===== config.mk =====
export PLATFORM = sky130hd
export DESIGN_NAME = bus_read_capture
export DESIGN_NICKNAME = d
export VERILOG_FILES = /design/src/rtl/bus_read_capture_pkg.sv /design/src/rtl/bus_read_capture_load_align.sv /design/src/rtl/bus_read_capture.sv
export SDC_FILE = /design/constraint.sdc
export NUM_CORES = 1
export LEC_CHECK = 0
export ABC_AREA = 1
export ABC_CLOCK_PERIOD_IN_PS = 1700
export CAP_MARGIN = 20
export CORE_UTILIZATION = 43
export DETAILED_ROUTE_END_ITERATION = 10
export PLACE_DENSITY = 0.8
export SYNTH_ARGS = -nofsm -noshare
export SYNTH_HDL_FRONTEND = slang
export SYNTH_SLANG_ARGS = --single-unit

===== constraint.sdc =====
create_clock -name clk -period 1.7 [get_ports clk]
set_input_delay 0.255 -clock clk [delete_from_list [all_inputs] [get_ports clk]]
set_output_delay 0.255 -clock clk [all_outputs]
set_load 0.01 [all_outputs]

===== src/rtl/bus_read_capture_pkg.sv =====
// Shared definitions for the bus read capture block: access size encodings and FSM states.
package bus_read_capture_pkg;

  localparam logic [1:0] SZ_BYTE = 2'b00;
  localparam logic [1:0] SZ_HALF = 2'b01;
  localparam logic [1:0] SZ_WORD = 2'b10;

  typedef enum logic [2:0] {
    StIdle,
    StReq,
    StWait,
    StDone,
    StErr
  } state_e;

endpackage


===== src/rtl/bus_read_capture_load_align.sv =====
// Combinational lane extraction and sign/zero extension of a fetched 32-bit bus word.
module load_align
  import bus_read_capture_pkg::*;
(
  input  logic [31:0] word,
  input  logic [1:0]  addr,
  input  logic [1:0]  size,
  input  logic        sext,
  output logic [31:0] result
);

  logic [7:0]  byte_lane;
  logic [15:0] half_lane;

  always_comb begin
    unique case (addr)
      2'd0:    byte_lane = word[7:0];
      2'd1:    byte_lane = word[15:8];
      2'd2:    byte_lane = word[23:16];
      default: byte_lane = word[31:24];
    endcase

    half_lane = addr[1] ? word[31:16] : word[15:0];

    // The reserved size encoding reads as a full word.
    case (size)
      SZ_BYTE: result = {{24{sext & byte_lane[7]}}, byte_lane};
      SZ_HALF: result = {{16{sext & half_lane[15]}}, half_lane};
      SZ_WORD: result = word;
      default: result = word;
    endcase
  end

endmodule


===== src/rtl/bus_read_capture.sv =====
// Single-beat bus read with lane extraction; optional ack timeout under BUS_READ_TIMEOUT_EN.
module bus_read_capture
  import bus_read_capture_pkg::*;
#(
  parameter int unsigned TIMEOUT_CYC = 16
) (
  input  logic        clk,
  input  logic        reset,
  input  logic        start,
  input  logic [31:0] addr,
  input  logic [1:0]  size,
  input  logic        sext,
  output logic        bus_req,
  output logic [31:0] bus_addr,
  input  logic [31:0] bus_din,
  input  logic        bus_ack,
  output logic [31:0] rdata,
  output logic        busy,
  output logic        done,
  output logic        err
);

  if (TIMEOUT_CYC < 2 || TIMEOUT_CYC > 255) begin : g_bad_timeout
    $error("TIMEOUT_CYC must lie in 2..255");
  end

  state_e      state;
  logic [1:0]  addr_lo_q;
  logic [1:0]  size_q;
  logic        sext_q;
  logic [31:0] aligned;

`ifdef BUS_READ_TIMEOUT_EN
  localparam logic [7:0] LastCnt = 8'(TIMEOUT_CYC - 1);
  logic [7:0] wait_cnt_q;
  logic       err_q;
  assign err = err_q;
`else
  assign err = 1'b0;
`endif

  load_align u_load_align (
    .word   (bus_din),
    .addr   (addr_lo_q),
    .size   (size_q),
    .sext   (sext_q),
    .result (aligned)
  );

  always_ff @(posedge clk) begin
    if (reset) begin
      state     <= StIdle;
      addr_lo_q <= 2'b00;
      size_q    <= 2'b00;
      sext_q    <= 1'b0;
      bus_req   <= 1'b0;
      bus_addr  <= 32'h0;
      rdata     <= 32'h0;
      busy      <= 1'b0;
      done      <= 1'b0;
`ifdef BUS_READ_TIMEOUT_EN
      wait_cnt_q <= 8'h0;
      err_q      <= 1'b0;
`endif
    end else begin
      done <= 1'b0;
`ifdef BUS_READ_TIMEOUT_EN
      err_q <= 1'b0;
`endif
      unique case (state)
        StIdle: begin
          if (start) begin
            state     <= StReq;
            addr_lo_q <= addr[1:0];
            size_q    <= size;
            sext_q    <= sext;
            bus_addr  <= {addr[31:2], 2'b00};
            bus_req   <= 1'b1;
            busy      <= 1'b1;
          end
        end
        StReq: begin
          // Zero-wait memory may ack in the same cycle as the request.
          if (bus_ack) begin
            rdata   <= aligned;
            done    <= 1'b1;
            bus_req <= 1'b0;
            state   <= StDone;
          end else begin
            state <= StWait;
`ifdef BUS_READ_TIMEOUT_EN
            wait_cnt_q <= 8'h0;
`endif
          end
        end
        StWait: begin
          if (bus_ack) begin
            rdata   <= aligned;
            done    <= 1'b1;
            bus_req <= 1'b0;
            state   <= StDone;
          end
`ifdef BUS_READ_TIMEOUT_EN
          else if (wait_cnt_q == LastCnt) begin
            err_q   <= 1'b1;
            bus_req <= 1'b0;
            state   <= StErr;
          end else begin
            wait_cnt_q <= wait_cnt_q + 8'd1;
          end
`endif
        end
        StDone, StErr: begin
          busy  <= 1'b0;
          state <= StIdle;
        end
        default: state <= StIdle;
      endcase
    end
  end

endmodule


# --- Word-level counts from Yosys, hierarchy flattened ---
# Cells that the tools add are included.
totals:
  out_inout_bits: 68
  regBits: 73
  input_bits: 71
  wordCells: 47
op_classes:
  eq_ne: 10
  n_bitwise: 3
  reduce_logical: 13
  muxes: 12
ops:
  columns: ["operator", "count"]
  rows:
  - ["one-hot mux 32 bit (2 select lines)", 1]
  - ["one-hot mux 8 bit (3 select lines)", 1]
  - ["two-way mux 16 bit", 1]
  - ["one-hot mux 3 bit (3 select lines)", 1]
  - ["AND reduction 2 bit", 4]
  - ["equality test 3 x 2 -> 1 bit (second input constant)", 2]
  - ["two-way mux 3 bit", 2]
  - ["OR reduction 2 bit", 3]
  - ["equality test 2 x 1 -> 1 bit (second input constant)", 2]
  - ["zero test 2 bit", 2]
  - ["two-way mux 1 bit", 4]
  - ["inequality test 2 bit (second input constant)", 2]
  - ["one-hot mux 1 bit (2 select lines)", 2]
  - ["nonzero test 2 bit", 2]
  - ["equality test 3 x 1 -> 1 bit (second input constant)", 1]
  - ["equality test 3 bit (second input constant)", 1]
  - ["zero test 3 bit", 1]
  - ["AND reduction 3 bit", 1]
  - ["AND 1 bit", 2]
  - ["equality test 2 bit (second input constant)", 1]
  - ["inequality test 2 x 1 -> 1 bit (second input constant)", 1]
  - ["inverter 1 bit", 1]

# --- Depth between registers and ports, before layout ---
# Gate-level depths: netlist of the first run.
depth:
  ltp_word: 4
  depth_mapped: 9
  ltp_nobuf: 8

# --- By module ---
# A second synthesis of the first run with hierarchy kept.
hier_totals:
  hier_cells: 489
  area_unflattened_um2: 3394.5
by_module_without_submodules:
  columns: ["mod", "area_per_inst_um2", "cells_per_inst", "n_inst"]
  rows:
  - ["bus_read_capture", 2661.3, 333, 1]
  - ["load_align", 733.2, 156, 1]

# --- Worst setup path before layout of the first run ---
# Ideal clock, no wire load.
synth_path:
  path_type: "reg-to-reg"
  startpoint: "register state[0]"
  endpoint: "register rdata[29]"
  stages_incl_launch_ff: 10
  period_less_slack_ns: 1.506
  slack_ns: 0.194
  arrival_ns: 1.397
  path_cell_list: "dfxtp_1 > inv_1 > ha_1 > nand2_1 > buf_2 > buf_2 > a21oi_1 > nand3_2 > nand2_1 > inv_1"
synth_between:
  elab_chain_cells: 3
  word_cells_on_any_way: 4
synth_rtl:
  columns: ["element", "line", "text"]
  rows:
  - ["start, declared", "bus_read_capture.sv:27", "state_e state;"]
  - ["start signal, assigned", "bus_read_capture.sv:52", "state <= StIdle;"]
  - ["start signal, assigned", "bus_read_capture.sv:73", "state <= StReq;"]
  - ["start signal, assigned", "bus_read_capture.sv:88", "state <= StDone;"]
  - ["equality test 3 x 2 -> 1 bit / equality test 3 x 1 -> 1 bit (equally long branches)", "bus_read_capture.sv:70", "unique case (state)"]
  - ["OR reduction 2 bit (no line) *", null, null]
  - ["AND reduction 2 bit (no line) *", null, null]
  - ["end signal, assigned", "bus_read_capture.sv:85", "rdata <= aligned;"]
  - ["end signal, assigned", "bus_read_capture.sv:98", "rdata <= aligned;"]
  - ["end, declared", "bus_read_capture.sv:17", "output logic [31:0] rdata,"]
# Every way passes the cells marked *; elsewhere a longest branch is shown, timed or not.
# A chain may end at the register's enable or synchronous reset.

# --- Worst setup path after layout of the first run ---
layout_path:
  startpoint: "register state[1]"
  endpoint: "register rdata[12]"
# The elaborated chain is that of the path after synthesis.

==> impl_metrics.toml, run 1 <==
[run_status]
status = "completed"

[timing]
finalMaxSlewViolations = 0
rsz0062_at_grt = "no"
skew_ps = 8.15
fmax_mhz = 627
final.period_utilization_pct = 93.8
setup_viol = 0
hold_viol = 0
fin_crit_ps = 1590

[synthesis]
synth_area_um2 = 3390
yosys_warnings = 0
yosys.area.top_type_share_pct = 42.5
ys_seq_area_share_pct = 42.5
async_flop_share_pct = 0
yosys_most_used_dff = "dfxtp_1"
synth.distinct_cells = 27
avgSynthCellArea_um2 = 6.90
synth_area_leaders = "dfxtp_1, nor2_1, nand2_1, o21ai_0, a21oi_1"
synth_area_leader_cell = "dfxtp_1"
synthCells = 492
synth-edff-count = 0
synth-seq-cells = 72

[drt]
dr.pass1.iters = 5
routed_wl_mm = 9.65
vias = 3631
wl_per_cell_um = 13.2
drc_errors = 0
vias_per_cell = 4.96
ant_nets = 0
drtIter0Drc = 206

[clock_network]
cts_tree = "yes"
path_clk_slew_ps = 80
clock_latency_ps = 340
clockBufferDepth = 2
cts_buffers = 9
cts.sinks = 72
cts_root_buf = "clkbuf_8"
htree_levels = 3

[layout]
fill_cells = 669
nNetsFinal = 700
final_layout_size_suffix_gt1_share_pct = 8.57
layout_commonest_cell = "clkdlybuf4s50_1"
multi_input_area_um2 = 1630
antenna_cells = 0
final-instance-count-excl-fill = 732
design_area_um2 = 5060
seq_area_um2 = 1440
synthToLayoutAreaGrowth_pct = 49.3
final_cell_mix = "clkdlybuf4s50_1, nor2_1, nand2_1, dfxtp_1, o21ai_0"

[setup_path]
crit_path_frequent_cell = "nand2_1"
timing.critical_path.buf_inv = 3
cp_max_fo = 17
worstPathRequired_ps = 1930
r2r_slack_ps = 110
cp-start-kind = "flop"
arrival_ps = 1820
cp_slowest_cell = "dfxtp_2"
cp_cell_sequence = "inv_1 -> ha_1 -> nand2_1 -> inv_2 -> buf_12 -> nand2_1 -> a21oi_1 -> a21oi_2"
critical_path.max_stage_delay_ps = 360
critPathKind = "reg2reg"
crit_family = "buffers and inverters"
setup.worst_path.end_class = "flop"

[placement]
hpwl_mm = 7.04
dp_cells = 716
gp_congestion = 0.872
port_buffers = 135
dpl_cell_area_um2 = 4850

[die]
fp.dieH_um = 90.8
initial_core_util_pct = 44.1
dieArea_um2 = 8250
fp-row-count = 32
core_um2 = 7690
boundaryPins = 139
die_w_um = 90.8

[job]
drv_cap = 0

[hold_path]
hold_class = "reg2reg"

[global_route]
grt.total_usage_pct = 23.8
antenna_found_initial = 0
grt-ovfl-total = 0
grt_max_degree = 47
grt_pass1_vias = 3321
grt_pass1_wl_mm = 15.9

[pwr]
p_leak_nw = 2.21
p_per_area_nw_per_um2 = 1550
finalPower_w = 0.00786
irDropWorstVdd_v = 0.000706
worst register-to-register path: stages, from the launching register on:
cell and delay (ps):
dfxtp_2 360, inv_1 80, ha_1 310, nand2_1 90, inv_2 140, buf_12 150
nand2_1 50, a21oi_1 220, a21oi_2 80
synthesized netlist by cell type (3+ instances only):
library cell and n:
nor2_1 107, nand2_1 98, dfxtp_1 72, o21ai_0 63, a21oi_1 40, inv_1 36
nand3_1 14, clkbuf_1 13, buf_2 10, a21oi_2 6, buf_4 4, buf_6 4
ha_1 4, nand3_2 4, inv_2 3
through the flow:
| stage | setup slack, ps | TNS, ps | hold WS (ps) | utilization, % |
|---|---|---|---|---|
| 3_3_place_gp | -34.7 | -104 | 453 | 63.1 |
| 3_5_place_dp | -71.4 | -201 | 460 | 63.1 |
| 4_1_cts | 48.5 | 0 | 472 | 65.8 |
| 2_1_floorplan | 194 | 0 | 419 | - |
| 6_report | 105 | 0 | 466 | 65.9 |
| 5_1_grt | 0.330 | 0 | 485 | 65.9 |
sequential cells by signal, summed over array words and instances (netlist names):
signal / count
rdata: 32
bus_addr: 30
addr_lo_q: 2
size_q: 2
state: 2
bus_req: 1
busy: 1
done: 1
sext_q: 1
cells by family after synthesis:
| group | count (synthesis) | synth area share [%] |
|---|---|---|
| other cells | 1 | 0.111 |
| simple gates | 230 | 28.6 |
| buf+inv | 71 | 9.59 |
| flops | 72 | 42.5 |
| compound gates | 114 | 17.8 |
| fa+ha+maj | 4 | 1.47 |
what timing repair did:
action / 4_1_cts / 5_1_grt
buffers inserted: 0 / 0
hold buffers: 0 / 0
resized for setup: 0 / 3
endpoints found under the setup margin: 0 / 4
cell type report:
type	count	share of cell area [%]
Clock buffer	10	2.72
Clock inverter	6	1.33
Inverter	39	2.89
Multi-Input combinational cell	351	32.3
Sequential cell	72	28.5
Tap cell	102	2.52
Timing Repair Buffer	152	29.8
where the power goes:
part	switching, W	total, W	internal, W	leakage (nW)
sequential	0.000359	0.00261	0.00225	0.594
clock	0.000658	0.00138	0.000723	0.0989
combinational	0.00200	0.00387	0.00187	1.52
path summary, 6_finish.rpt:
check	endpoint	depth (start not counted)	startpoint
worst max-delay path	rdata[12]	8	state[1]
worst min-delay path	bus_req	2	bus_req
worst max register to register	rdata[12]	8	state[1]
worst min register to register	bus_req	2	bus_req
metal layers:
layer | share of wire (%) | wire (um) | track usage [%]
met1 | 43 | 4160 | 31.5
met2 | 46 | 4440 | 38.8
met3 | 8.8 | 854 | 4.04
met4 | 2.1 | 201 | 8.73
met5 | 0 | 0 | 0
No activity file was read; power rests on OpenSTA's default activity.
==> run 2: changes to the inputs <==
- CAP_MARGIN: 20 -> default
- CORE_MARGIN: default -> 4
==> run 2 against run 1 <==
Against the previous run:
- combinational power grew 1%
- sequential power is essentially flat
- global-route usage shrank 2.8 points
- first-iteration DRC count grew 5.3%
- routed wire length grew 4.4%
- final cell count is the same
- clock power grew 10%
- clock skew grew 2.4 ps
- sequential share of layout area shrank 0.24 points
- setup slack lost 20 ps
- via count grew 0.63%
- largest cell class unchanged
==> impl_metrics.toml, run 2 (same netlist as run 1, synthesis figures left out) <==
[run_status]
status = "completed"

[global_route]
antenna_found_initial = 0
grt-ovfl-total = 0
grt_pass1_wl_mm = 16.5
grt_pass1_vias = 3396
grt_max_degree = 54
grt.total_usage_pct = 21.0

[setup_path]
setup.worst_path.end_class = "flop"
worst-path-stages = 8
timing.critical_path.buf_inv = 3
critical_path.max_stage_delay_ps = 390
r2r_end = "rdata[22]"
cp_slowest_cell = "dfxtp_1"
crit_path_start = "state[0]"
crit_family = "flip-flops"
crit_end = "rdata[22]"
r2r_slack_ps = 90
cp-start-kind = "flop"
arrival_ps = 1850
critPathKind = "reg2reg"
worstPathRequired_ps = 1940
r2r-start = "state[0]"
cp_max_fo = 19
cp_cell_sequence = "inv_1 -> ha_1 -> nand2_1 -> buf_4 -> a21oi_1 -> nand3_2 -> nand2_1 -> inv_1"
reg2regPathDepth = 8

[layout]
nNetsFinal = 700
largest_register_ff_count = 32
top_regs = "rdata x32, bus_addr x30"
design_area_um2 = 5100
final_cell_mix = "clkdlybuf4s50_1, nor2_1, nand2_1, dfxtp_1, o21ai_0"
synthToLayoutAreaGrowth_pct = 50.3
final_layout_size_suffix_gt1_share_pct = 8.57
regMostFlops = "rdata"
final_util_pct = 66.3
layout_commonest_cell = "clkdlybuf4s50_1"
antenna_cells = 0

[drt]
vias_per_cell = 4.99
vias = 3654
routed_wl_mm = 10.1
wl_per_cell_um = 13.8
drc_errors = 0
dr.pass1.iters = 5
ant_nets = 0
drtIter0Drc = 217

[placement]
hpwl_mm = 7.47
dpl_cell_area_um2 = 4870
gp_congestion = 0.881
port_buffers = 135
place_ws_ps = 36.9

[timing]
hold_viol = 0
finalWorstSetupSlack_ps = 85.5
fmax_mhz = 619
rsz0062_at_grt = "yes"
finalMaxSlewViolations = 0
skew_ps = 10.5
fin_crit_ps = 1610
setup_viol = 0
final.period_utilization_pct = 95.0
hold_slack_ps = 479

[pwr]
clockPowerShare_pct = 18.9
p_sw_share_pct = 38.2
p_leak_nw = 2.23
combPwrFrac_pct = 48.8
p_per_area_nw_per_um2 = 1570
p_sw_w = 0.00307
irDropWorstVdd_v = 0.000776
power_frac_seq_pct = 32.3
finalPower_w = 0.00803
intPower_w = 0.00496

[job]
drv_cap = 0

[clock_network]
cts_buffers = 9
cts_setup_buffers = 0
cts_root_buf = "clkbuf_8"
clockBufferDepth = 2
cts_tree = "yes"
cts_resized = 0
path_clk_slew_ps = 80
htree_levels = 3
cts_hold_buffers = 0
cts.sinks = 72
clock_latency_ps = 340

[die]
fp-row-count = 32
die_w_um = 96.8
boundaryPins = 139
dieArea_um2 = 9380
core_um2 = 7690
initial_core_util_pct = 44.1
fp.dieH_um = 96.8

[hold_path]
hold_class = "reg2reg"
hold_start = "bus_req"
[run 2: cell count changes in the layout (fill, tap and decap cells not counted), sizes merged]
cell / previous run / this run
clkinvlp: 2 / 0
clkbuf: 10 / 9
bufinv: 1 / 2
inv: 40 / 42
[run 2: power by group through the flow]
stage / Combinational (W) / Clock (W) / Sequential (W)
2_1_floorplan: 0.00200 / 0 / 0.00279
3_3_place_gp: 0.00380 / 0 / 0.00261
3_5_place_dp: 0.00389 / 0 / 0.00262
4_1_cts: 0.00391 / 0.00155 / 0.00259
5_1_grt: 0.00433 / 0.00162 / 0.00266
6_report: 0.00392 / 0.00152 / 0.00259
[run 2: worst register-to-register path: stages, from the launching register on]
cell     delay [ps]
dfxtp_1         390
inv_1            80
ha_1            320
nand2_1         110
buf_4           230
a21oi_1         180
nand3_2          80
nand2_1          70
inv_1            40
[run 2: worst min-delay path by stage]
| stage | to | slack [ps] | depth (start not counted) |
|---|---|---|---|
| 2_1_floorplan | bus_addr[2] | 420 | 2 |
| 3_3_place_gp | bus_req | 450 | 2 |
| 3_5_place_dp | bus_req | 470 | 2 |
| 4_1_cts | bus_req | 480 | 2 |
| 5_1_grt | bus_addr[2] | 510 | 2 |
| 6_report | bus_req | 480 | 2 |
[run 2: cell type report]
type	instances	area, um2
clock buffers	9	124
fillers	673	2590
well taps	102	128
multi-input cells	351	1640
flip-flops and latches	72	1440
repair buffers	152	1520
inverters	39	149
clock inverters	7	100
[run 2: metrics by stage]
stage	TNS, ps	cells
finish	0	732
detailed placement	0	716
floorplan	0	494
global route	-46.5	732
global placement	0	716
CTS	0	732
[run 2: layer usage]
metal / GRT usage (%) / part of all wire, % / vias to the layer above
met3: 4.90 / 7.8 / 19
met4: 7.24 / 1.6 / 0
li1: - / - / 1824
met5: 0 / 0 / -
met1: 27.6 / 44 / 1646
met2: 33.9 / 47 / 165
==> run 3: changes to the inputs <==
- CORE_ASPECT_RATIO: default -> 1.75
- RECOVER_POWER: default -> 25
==> run 3 against run 2 <==
Against the previous run:
- clock skew fell by 4.7 ps
- largest power group unchanged
- critical endpoint is now rdata[30]
- non-clock buffer count fell by 3
- hold slack got worse by 23 ps
- combinational power fell by 2%
- routed wire length rose by 6.4%
- clock power rose by 32%
- global-route usage rose by 2.1 points
==> impl_metrics.toml, run 3 (same netlist as run 1, synthesis figures left out) <==
[global_route]
grt_pass1_vias = 3638
grt_pass1_wl_mm = 17.0
grt_util_met3_pct = 4.18
grt-ovfl-total = 0
gr-usage-met2_pct = 39.7
grt_use_met1_pct = 25.1
antenna_found_initial = 0
grt_max_degree = 40
grt.total_usage_pct = 23.2
grt_busiest_layer = "met2"

[layout]
final_util_pct = 67.4
layout_commonest_cell = "clkdlybuf4s50_1"
nNetsFinal = 697
regMostFlops = "rdata"
fill_cells = 672
final_layout_size_suffix_gt1_share_pct = 7.81
largest_register_ff_count = 32
synthToLayoutAreaGrowth_pct = 51.4
antenna_cells = 0
top_regs = "rdata x32, bus_addr x30"
final_cell_mix = "clkdlybuf4s50_1, nor2_1, nand2_1, dfxtp_1, o21ai_0"

[die]
fp.dieH_um = 126
boundaryPins = 139
dieArea_um2 = 9430
fp-row-count = 42
die_w_um = 75.2
core_um2 = 7620
initial_core_util_pct = 44.5

[timing]
finalMaxSlewViolations = 0
slew_headroom_pct = 60.8
final.period_utilization_pct = 93.0
fin_crit_ps = 1580
tightest_slew_ps = 585
setup_viol = 0
hold_slack_ps = 456
hold_viol = 0
skew_ps = 5.79
setup-tns-final_ps = 0
rsz0062_at_grt = "no"
fmax_mhz = 633

[drt]
vias_per_cell = 5.13
wl_per_cell_um = 15.0
vias = 3666
dr.pass1.iters = 4
drtIter0Drc = 227
routed_wl_mm = 10.7
drc_errors = 0
ant_nets = 0

[clock_network]
cts_hold_buffers = 0
clock_latency_ps = 330
path_clk_slew_ps = 50
htree_levels = 3
cts.sinks = 72
cts_tree = "yes"
cts_root_buf = "clkbuf_16"
cts_buffers = 9
clockBufferDepth = 2

[pwr]
irDropWorstVdd_v = 0.000897
p_leak_nw = 2.31
p_per_area_nw_per_um2 = 1640

[hold_path]
hold_class = "reg2reg"
hold_start = "bus_req"

[setup_path]
critPathKind = "reg2reg"
setup.worst_path.end_class = "flop"
arrival_ps = 1810
cp-start-kind = "flop"
crit_path_start = "state[1]"
r2r-start = "state[1]"
worstPathRequired_ps = 1930
cp_max_fo = 19

[run_status]
status = "completed"

[placement]
gp_congestion = 0.931
hpwl_mm = 7.95
port_buffers = 135

[job]
drv_cap = 0
run 3: final timing paths:
path	endpoint	slack (ps)	cells after the start
setup / recovery	rdata[30]	120	8
hold / removal	bus_req	460	2
setup reg to reg	rdata[30]	120	8
hold reg to reg	bus_req	460	2
run 3: area by class of cell:
class	count	area [um2]	share of cell area, %
Sequential cell	72	1440	28.1
Multi-Input combinational cell	351	1640	32.0
Clock buffer	13	250	4.87
Inverter	39	146	2.85
Tap cell	88	110	2.14
Timing Repair Buffer	149	1480	28.8
Clock inverter	3	65.1	1.27
run 3: repair_timing:
action / 4_1_cts / 5_1_grt
buffers inserted: 0 / 0
gates resized for setup: 0 / 3
setup endpoints to repair: 0 / 16
hold endpoints to repair: 0 / 0
run 3: report_power, final:
group	total (W)	internal, W	switching [W]
logic	0.00383	0.00177	0.00207
registers	0.00259	0.00225	0.000333
clock network	0.00200	0.00132	0.000675
run 3: routing by layer:
metal  share of wire, %  up-vias
met5                  0        -
met4                4.9        0
met3                6.5       40
met2                 52      164
met1                 36     1647
li1                   -     1815
run 3: through the flow:
stage | total power [W] | instance area, um2 | std cells | worst slack [ps]
2_1_floorplan | 0.00479 | 3400 | 494 | 194
3_3_place_gp | 0.00639 | 4810 | 699 | 95.4
3_5_place_dp | 0.00649 | 4810 | 699 | 34.7
4_1_cts | 0.00853 | 5130 | 715 | 63.4
5_1_grt | 0.00903 | 5140 | 715 | 0.201
6_report | 0.00842 | 5140 | 715 | 119
run 3: critical path, stage by stage, from the launching register on:
cell and delay, ps:
dfxtp_1 350, inv_1 90, ha_1 320, nand2_1 110, buf_4 230, a21oi_1 170, nand3_2 90, nand2_1 80
inv_1 40
